===== config.mk =====
export PLATFORM = sky130hd
export DESIGN_NAME = div_share_ctrl
export DESIGN_NICKNAME = d
export VERILOG_FILES = /design/src/rtl/div_share_pkg.sv /design/src/rtl/div_share_ctrl_rr_arb.sv /design/src/rtl/div_share_ctrl.sv
export SDC_FILE = /design/constraint.sdc
export NUM_CORES = 1
export LEC_CHECK = 0
export ABC_AREA = 1
export CAP_MARGIN = 40
export CORE_MARGIN = 2
export CORE_UTILIZATION = 25
export DETAILED_ROUTE_END_ITERATION = 16
export PLACE_DENSITY = 0.54
export SETUP_SLACK_MARGIN = 0.15
export SYNTH_ARGS = -nofsm -noshare
export SYNTH_HDL_FRONTEND = slang
export SYNTH_SLANG_ARGS = --single-unit

===== constraint.sdc =====
create_clock -name clk -period 2.9 [get_ports clk]
set_input_delay 0.58 -clock clk [delete_from_list [all_inputs] [get_ports clk]]
set_output_delay 0.58 -clock clk [all_outputs]
set_load 0.01 [all_outputs]

===== src/rtl/div_share_pkg.sv =====
// Shared constants and the in-flight tag record for the time-shared divider controller.
package div_share_pkg;

  localparam int N_REQ          = 4;
  localparam int DIVIDEND_WIDTH = 19;
  localparam int DIVISOR_WIDTH  = 11;
  localparam int DIV_LATENCY    = DIVIDEND_WIDTH + 1;
  localparam int IDX_W          = (N_REQ > 1) ? $clog2(N_REQ) : 1;

  typedef struct packed {
    logic             valid;
    logic [IDX_W-1:0] idx;
    logic             zero;
  } tag_t;

endpackage


===== src/rtl/div_share_ctrl_rr_arb.sv =====
// Round-robin arbiter: first requester after ptr (with wrap) wins, one-hot plus encoded index.
module rr_arb #(
  parameter int N_REQ = 4,
  parameter int IDX_W = (N_REQ > 1) ? $clog2(N_REQ) : 1
) (
  input  logic [N_REQ-1:0] req,
  input  logic [IDX_W-1:0] ptr,
  output logic [N_REQ-1:0] gnt,
  output logic [IDX_W-1:0] idx
);

  localparam int unsigned N = N_REQ;

  int unsigned k;
  logic        found;

  always_comb begin
    gnt   = '0;
    idx   = '0;
    k     = 0;
    found = 1'b0;
    for (int unsigned i = 1; i <= N; i++) begin
      k = (32'(ptr) + i) % N;
      if (!found && req[k[IDX_W-1:0]]) begin
        found                = 1'b1;
        gnt[k[IDX_W-1:0]]    = 1'b1;
        idx                  = k[IDX_W-1:0];
      end
    end
  end

endmodule


===== src/rtl/div_share_ctrl.sv =====
// Shares one fixed-latency pipelined divider among N_REQ requesters; tags ride a shift
// register aligned with the divider so each result is routed back to its requester.
module div_share_ctrl
  import div_share_pkg::*;
#(
  parameter int N_REQ          = div_share_pkg::N_REQ,
  parameter int DIVIDEND_WIDTH = div_share_pkg::DIVIDEND_WIDTH,
  parameter int DIVISOR_WIDTH  = div_share_pkg::DIVISOR_WIDTH,
  parameter int DIV_LATENCY    = div_share_pkg::DIV_LATENCY
) (
  input  logic                              clk,
  input  logic                              rst_n,
  input  logic [N_REQ-1:0]                  i_req,
  input  logic [N_REQ*DIVIDEND_WIDTH-1:0]   i_dividend,
  input  logic [N_REQ*DIVISOR_WIDTH-1:0]    i_divisor,
  output logic [N_REQ-1:0]                  o_ack,
  output logic                              o_div_en,
  output logic [DIVIDEND_WIDTH-1:0]         o_div_dividend,
  output logic [DIVISOR_WIDTH-1:0]          o_div_divisor,
  input  logic                              i_div_valid,
  input  logic [DIVIDEND_WIDTH-1:0]         i_div_quotient,
  input  logic [DIVISOR_WIDTH-1:0]          i_div_remainder,
  output logic [N_REQ-1:0]                  o_res_valid,
  output logic [DIVIDEND_WIDTH-1:0]         o_quotient,
  output logic [DIVISOR_WIDTH-1:0]          o_remainder,
  output logic                              o_div_zero,
  output logic                              o_idle,
  output logic                              o_err_align
);

  localparam int LAT_W = $clog2(DIV_LATENCY + 1);

  logic [N_REQ-1:0]            gnt;
  logic [IDX_W-1:0]            gnt_idx;
  logic [IDX_W-1:0]            ptr;
  logic [DIVIDEND_WIDTH-1:0]   sel_dividend;
  logic [DIVISOR_WIDTH-1:0]    sel_divisor;
  tag_t                        issue_tag;
  tag_t [DIV_LATENCY:1]        tags;
  tag_t                        last;
  logic [LAT_W-1:0]            mask_cnt;
  logic                        busy;

  rr_arb #(
    .N_REQ (N_REQ),
    .IDX_W (IDX_W)
  ) u_arb (
    .req (i_req),
    .ptr (ptr),
    .gnt (gnt),
    .idx (gnt_idx)
  );

  assign o_ack        = gnt;
  assign o_div_en     = issue_tag.valid;
  assign sel_dividend = i_dividend[gnt_idx*DIVIDEND_WIDTH +: DIVIDEND_WIDTH];
  assign sel_divisor  = i_divisor[gnt_idx*DIVISOR_WIDTH +: DIVISOR_WIDTH];
  assign last         = tags[DIV_LATENCY];

  // Issue register: stage 0 of the tag pipeline, shares timing with o_div_en.
  always_ff @(posedge clk or negedge rst_n) begin
    if (!rst_n) begin
      ptr            <= IDX_W'(N_REQ - 1);
      issue_tag      <= '0;
      o_div_dividend <= '0;
      o_div_divisor  <= '0;
    end else begin
      issue_tag <= '0;
      if (|gnt) begin
        ptr             <= gnt_idx;
        issue_tag.valid <= 1'b1;
        issue_tag.idx   <= gnt_idx;
        issue_tag.zero  <= (sel_divisor == '0);
        o_div_dividend  <= sel_dividend;
        o_div_divisor   <= sel_divisor;
      end
    end
  end

  always_ff @(posedge clk or negedge rst_n) begin
    if (!rst_n) begin
      tags <= '0;
    end else begin
      tags <= {tags[DIV_LATENCY-1:1], issue_tag};
    end
  end

  always_ff @(posedge clk or negedge rst_n) begin
    if (!rst_n) begin
      o_res_valid <= '0;
      o_quotient  <= '0;
      o_remainder <= '0;
      o_div_zero  <= 1'b0;
    end else if (last.valid) begin
      o_res_valid <= N_REQ'(1) << last.idx;
      o_div_zero  <= last.zero;
      o_quotient  <= last.zero ? '1 : i_div_quotient;
      o_remainder <= last.zero ? '0 : i_div_remainder;
    end else begin
      o_res_valid <= '0;
    end
  end

  // The divider keeps draining pre-reset work, so alignment is not judged until it has flushed.
  always_ff @(posedge clk or negedge rst_n) begin
    if (!rst_n) begin
      mask_cnt    <= LAT_W'(DIV_LATENCY);
      o_err_align <= 1'b0;
    end else if (mask_cnt != '0) begin
      mask_cnt <= mask_cnt - LAT_W'(1);
    end else if (i_div_valid != last.valid) begin
      o_err_align <= 1'b1;
    end
  end

  always_comb begin
    busy = issue_tag.valid | (|o_res_valid);
    for (int unsigned s = 1; s <= DIV_LATENCY; s++) begin
      busy = busy | tags[s].valid;
    end
  end

  assign o_idle = !busy;

endmodule


==> Word-level counts from Yosys, hierarchy flattened <==
Index checks and enable logic that the tools add are counted.
{ "op_classes": {"mul": 2, "bitwise_logic": 25, "n_mux": 31, "shift": 3, "n_addsub": 5, "n_lt_le_gt_ge": 8, "reduce_logical": 16, "eq_ne": 1} }
{ "ops": {"columns": ["op", "count"], "rows": [
  ["76-bit by 8-bit indexed part select with 19-bit output", 1],
  ["44-bit by 7-bit indexed part select with 11-bit output", 1],
  ["4-bit 2-to-1 mux", 6],
  ["1-bit bitwise OR", 21],
  ["19-bit 2-to-1 mux", 1],
  ["2-bit by 3-bit < comparator with 1-bit output, second input constant", 4],
  ["4-bit bitwise OR", 3],
  ["11-bit logical NOT", 1],
  ["1-bit 2-to-1 mux", 11],
  ["11-bit 2-to-1 mux", 1],
  ["1-bit binary-select mux with 2-bit select", 4],
  ["1-bit demux with 2-bit select", 4],
  ["2-bit by 1-bit >= comparator with 1-bit output, second input constant", 4],
  ["2-bit 2-to-1 mux", 4],
  ["4-bit OR reduction", 2],
  ["1-bit logical AND", 7],
  ["2-bit by 5-bit multiplier with 7-bit output, second input constant", 1],
  ["2-bit by 4-bit multiplier with 6-bit output, second input constant", 1],
  ["5-bit nonzero test", 1],
  ["5-bit by 1-bit subtractor with 5-bit output, second input constant", 1],
  ["2-bit by 1-bit adder with 2-bit output, second input constant", 2],
  ["2-bit adder, second input constant", 2],
  ["1-bit logical NOT", 4],
  ["1-bit by 2-bit left shift with 4-bit output, first input constant", 1],
  ["other kinds (3)", 3]
]} }
{ "totals": {"wordCells": 163, "ff_bits": 157, "output_inout_bits": 72} }

==> Longest topological paths before layout <==
Gate-level depths: netlist of run 1.
{ "depth": {"word_depth": 23, "ltp_mapped": 19, "mapped_depth_nobuf": 17} }

==> Hierarchy <==
Synthesis of run 1 repeated with hierarchy kept, for this count alone.
{ "hier_totals": {"hier_cells": 622, "area_unflattened_um2": 6284.8} }
{ "by_module_without_submodules": {"columns": ["module", "cells_each", "area_each_um2", "n_inst"], "rows": [
  ["div_share_ctrl", 537, 5749.3, 1],
  ["rr_arb", 85, 535.5, 1]
]} }

==> Worst setup path before layout of run 1 <==
OpenSTA, ideal clock, no wires.
{ "synth_path": {"path_kind": "reg2reg", "from": "register ptr[0]", "to": "register o_div_divisor[9]", "required_ns": 2.781, "path_stages_with_launch": 14, "synth_period_minus_slack_ns": 2.476, "setup_ns": 0.119, "slack_ns": 0.424, "n_path_buf": 2, "arrival_ns": 2.357, "path_cell_list": "dfstp_2 > buf_6 > inv_4 > ha_1 > inv_1 > nand3_1 > nand2_1 > nor2_1 > nand3_1 > nand3_1 > nor2_1 > nand2_2 > buf_2 > o21a_1"} }
{ "synth_between": {"word_cells_on_any_way": 55, "cone_classes": "add/sub: 4; mul: 1; order compare: 8; shift: 1; mux: 27; bitwise: 3; reduce/logical: 11"} }
{ "synth_lines": {"columns": ["element", "line", "source"], "rows": [
  ["from (decl)", "div_share_ctrl.sv:35", "logic [IDX_W-1:0] ptr;"],
  ["from (signal assigned)", "div_share_ctrl.sv:63", "ptr <= IDX_W'(N_REQ - 1);"],
  ["from (signal assigned)", "div_share_ctrl.sv:70", "ptr <= gnt_idx;"],
  ["branches (longest 12 deep; another with 2-bit by 3-bit < comparator with 1-bit output)", null, null],
  ["4-bit 2-to-1 mux (*)", "div_share_ctrl_rr_arb.sv:24", "if (!found && req[k[IDX_W-1:0]]) begin"],
  ["via o_ack[2]", "div_share_ctrl.sv:16", "output logic [N_REQ-1:0] o_ack,"],
  ["4-bit OR reduction (*)", "div_share_ctrl.sv:69", "if (|gnt) begin"],
  ["to (signal assigned)", "div_share_ctrl.sv:75", "o_div_divisor <= sel_divisor;"],
  ["to (decl)", "div_share_ctrl.sv:19", "output logic [DIVISOR_WIDTH-1:0] o_div_divisor,"]
]} }
Mark *: on every way through the listed nets, which the timed path passes. The select of a mux whose other input is x is not followed.
A chain may end at the register's enable or synchronous reset.

==> Worst setup path after layout of run 1 <==
{ "layout_path": {"from": "register ptr[0]", "to": "output port o_ack[3]"} }
{ "layout_between": {"elab_chain_cells": 13, "word_cells_on_any_way": 48, "cone_classes": "add/sub: 4; order compare: 8; mux: 23; bitwise: 3; reduce/logical: 10"} }
{ "layout_rtl": {"columns": ["element", "line"], "rows": [
  ["branches (longest 12 deep; another with 2-bit by 3-bit < comparator with 1-bit output)", null],
  ["4-bit 2-to-1 mux (*)", "div_share_ctrl_rr_arb.sv:24"],
  ["to (decl)", "div_share_ctrl.sv:16"]
]} }
Every way passes the cells marked *. The select of a mux whose other input is x is not followed.

==> results of run 1 <==
-- power groups by stage --
stage          logic [mW]  registers [mW]  clock network (mW)
5_1_grt              8.68            3.67                2.56
6_report             7.78            3.56                2.39
3_5_place_dp         7.84            3.61                   0
4_1_cts              7.88            3.58                2.46
3_3_place_gp         7.80            3.59                   0
2_1_floorplan        4.46            3.77                   0
-- registers in the layout (all words and copies together), names as in the netlist --
signal          flops
tags               76
o_remainder        11
o_div_zero          1
o_div_divisor      11
o_res_valid         4
last                4
o_div_en            1
o_div_dividend     19
o_quotient         19
o_err_align         1
issue_tag           3
ptr                 2
mask_cnt            5
-- cell usage after synthesis --
| cell type | n | area (um2) |
|---|---|---|
| buf_2 | 10 | 50.1 |
| o22a_1 | 19 | 166 |
| inv_4 | 2 | 12.5 |
| xnor2_1 | 1 | 8.76 |
| o21ai_1 | 2 | 10.0 |
| buf_4 | 3 | 22.5 |
| o211ai_1 | 20 | 150 |
| nor2_1 | 50 | 188 |
| nor2_2 | 1 | 6.26 |
| nor4_1 | 5 | 31.3 |
| clkbuf_2 | 1 | 5.00 |
| nand4_1 | 2 | 12.5 |
| nand3_2 | 3 | 30.0 |
| o21ai_0 | 23 | 115 |
| nand2_4 | 2 | 22.5 |
| ha_1 | 9 | 113 |
| a21boi_0 | 3 | 22.5 |
| o21a_1 | 1 | 7.51 |
| dfrtp_1 | 153 | 3830 |
| clkinv_1 | 1 | 3.75 |
| dfstp_2 | 4 | 105 |
| a21boi_1 | 1 | 7.51 |
| or2_1 | 13 | 81.3 |
| xor2_1 | 1 | 8.76 |
| clkbuf_1 | 12 | 45.0 |
| o211ai_2 | 2 | 25.0 |
| a22o_1 | 11 | 96.3 |
| inv_1 | 28 | 105 |
| or2_0 | 7 | 43.8 |
| o21bai_1 | 20 | 150 |
| nor3_1 | 6 | 30.0 |
| a21oi_1 | 12 | 60.1 |
| inv_2 | 3 | 11.3 |
| buf_6 | 5 | 56.3 |
| nand3_1 | 46 | 230 |
| o21ai_4 | 1 | 16.3 |
| nand2_2 | 6 | 37.5 |
| nand3b_1 | 2 | 15.0 |
| a31oi_1 | 22 | 138 |
| nand2_1 | 72 | 270 |
-- critical path: stages (launching register included) --
cell and delay (ns):
dfstp_2 0.56, inv_4 0.05, ha_4 0.28, inv_2 0.06, nand3_2 0.09, nand2_4 0.07
nor2_4 0.14, buf_6 0.11, nand3_1 0.08, nand3_2 0.11, buf_6 0.10
-- final timing paths --
| path | endpoint | cells after the start |
|---|---|---|
| worst max-delay path | o_ack[3] | 10 |
| worst min-delay path | o_remainder[0] | 1 |
| worst max register to register | o_div_divisor[0] | 13 |
| worst min register to register | tags[49] | 0 |
| max in group asynchronous | mask_cnt[4] | 2 |
| min in group clk | tags[49] | 0 |
-- metal layers --
metal  share of wire [%]  GRT usage, %  routed length (um)
met5                   0             0                   0
met3                 9.4          5.21                1730
met2                  44          21.3                8020
met1                  45          18.1                8350
met4                 1.5          4.38                 276
-- metrics by stage --
stage / cells / hold slack [ns] / power (mW) / util, %
floorplan: 585 / 0.284 / 8.23 / -
global placement: 1142 / 0.331 / 11.4 / 36.6
detailed placement: 1142 / 0.335 / 11.4 / 36.6
CTS: 1175 / 0.184 / 13.9 / 39.2
global route: 1176 / 0.217 / 14.9 / 39.4
finish: 1178 / 0.170 / 13.7 / 39.4
-- logic make-up (layout without fill, tap and decap cells) --
family | Yosys count | count (layout) | synth area share, %
fa+ha+maj | 9 | 9 | 1.78
simple gates | 215 | 215 | 15.8
buf+inv | 65 | 326 | 4.91
xor+xnor | 2 | 2 | 0.276
other cells | 0 | 2 | 0
compound gates | 137 | 137 | 15.2
flops | 157 | 157 | 62.1
-- final cells by class --
| cell class | instances | area (um2) |
|---|---|---|
| repair buffers | 260 | 2580 |
| fillers | 2465 | 15200 |
| diodes | 2 | 5.00 |
| well taps | 330 | 413 |
| inverters | 34 | 133 |
| clock buffers | 18 | 439 |
| clock inverters | 14 | 203 |
| multi-input cells | 363 | 2150 |
| flip-flops and latches | 157 | 3930 |
-- what timing repair did --
item	CTS	global route
endpoints found under the setup margin	4	4
hold buffers	0	0
resized for setup	16	14
pin swaps	1	5
buffers inserted	1	1
==> reports/qor.yml, run 1 <==
clock_latency_ns: 0.42
area_growth_pct: 55.5
worst_slack_ns: 0.260
cts_sinks: 157
startpoint: "ptr[0]"
status: "finished clean"
total_leakage_power_nw: 4.29
cts_max_level: 4
grt_pass1_wl_mm: 28.3
crit_type: "reg2out"
critPathArrivalTime_ns: 2.06
placement_rows: 58
cp_max_fo: 3
cts_tree: "yes"
die_x_um: 163
setup_viol: 0
dp.final_hpwl_mm: 13.5
max-vdd-ir-drop_mv: 1.13
firstDrtPassIters: 4
drt-initial-drc-count: 240
place_area_mm2: 0.00916
dieArea_mm2: 0.0266
die_h_um: 163
fin_skew_ns: 0.00989
p_clk_share_pct: 17.4
via_count: 5171
initial_core_util_pct: 25.3
numPortBuffers: 228
synth_cell_types: 40
synth-seq-area-share_pct: 62.1
grt_pass1_vias: 5123
clock_path_buffers: 2
maxSlewViolCount: 0
clockRootBuffer: "clkbuf_16"
synth.avg_cell_area_um2: 10.8
avgRoutedWirePerCell_um: 15.6
power_frac_seq_pct: 25.9
grt_max_degree: 70
wl_mm: 18.4
grt-ovfl-total: 0
drive_gt1_share_pct: 12.2
synthesis.instances: 585
min_period_ns: 2.64
p_comb_share_pct: 56.7
worst_slew_pin_slew_ns: 0.654
yosysWarnings: 0
cts_buffers: 17
viasPerCell: 4.39
tns_ns: 0
fin_crit_sh_pct: 91.0
relSlewSlack_pct: 56.4
ys_ff_latch: 157
path_clk_slew_ns: 0.07
worstSetupEndpointType: "output port"
switching_share_pct: 41.8
final_common_cell: "clkdlybuf4s50_1"
r2r-start: "ptr[0]"
layout.nets: 999
min-delay-path-class: "in2async"
most-common-layout-cells: "clkdlybuf4s50_1 (223), dfrtp_1 (153), nand2_1 (71), nor2_1 (48), nand3_1 (43)"
grt_setup_unrepaired: "yes"
max_freq_ghz: 0.379
critPathRequiredTime_ns: 2.32
drt.antenna.violating_nets: 0
regToRegSetupSlack_ns: 0.39
core_area_mm2: 0.0250
synth_area_mm2: 0.00634
internal_power_mw: 7.99
drc: 0
hold_viol: 0
design_area_mm2: 0.00986
dp_slack_ns: -0.0545
antenna_found_initial: 2
cap_violations: 0
grt_usage_pct: 13.9
p_switching_mw: 5.74
io_pins: 229
start_kind: "register"
globalplace.congestion: 0.838
syn_nets: 751
power_density_mw_per_mm2: 1390
No activity file was read; power rests on OpenSTA's default activity.
==> run 2, diff against run 1 <==
Settings changed: CAP_MARGIN 40 to 0.
==> results of run 2 <==
No change in the layout: final DEF, timing and power equal those of run 1.
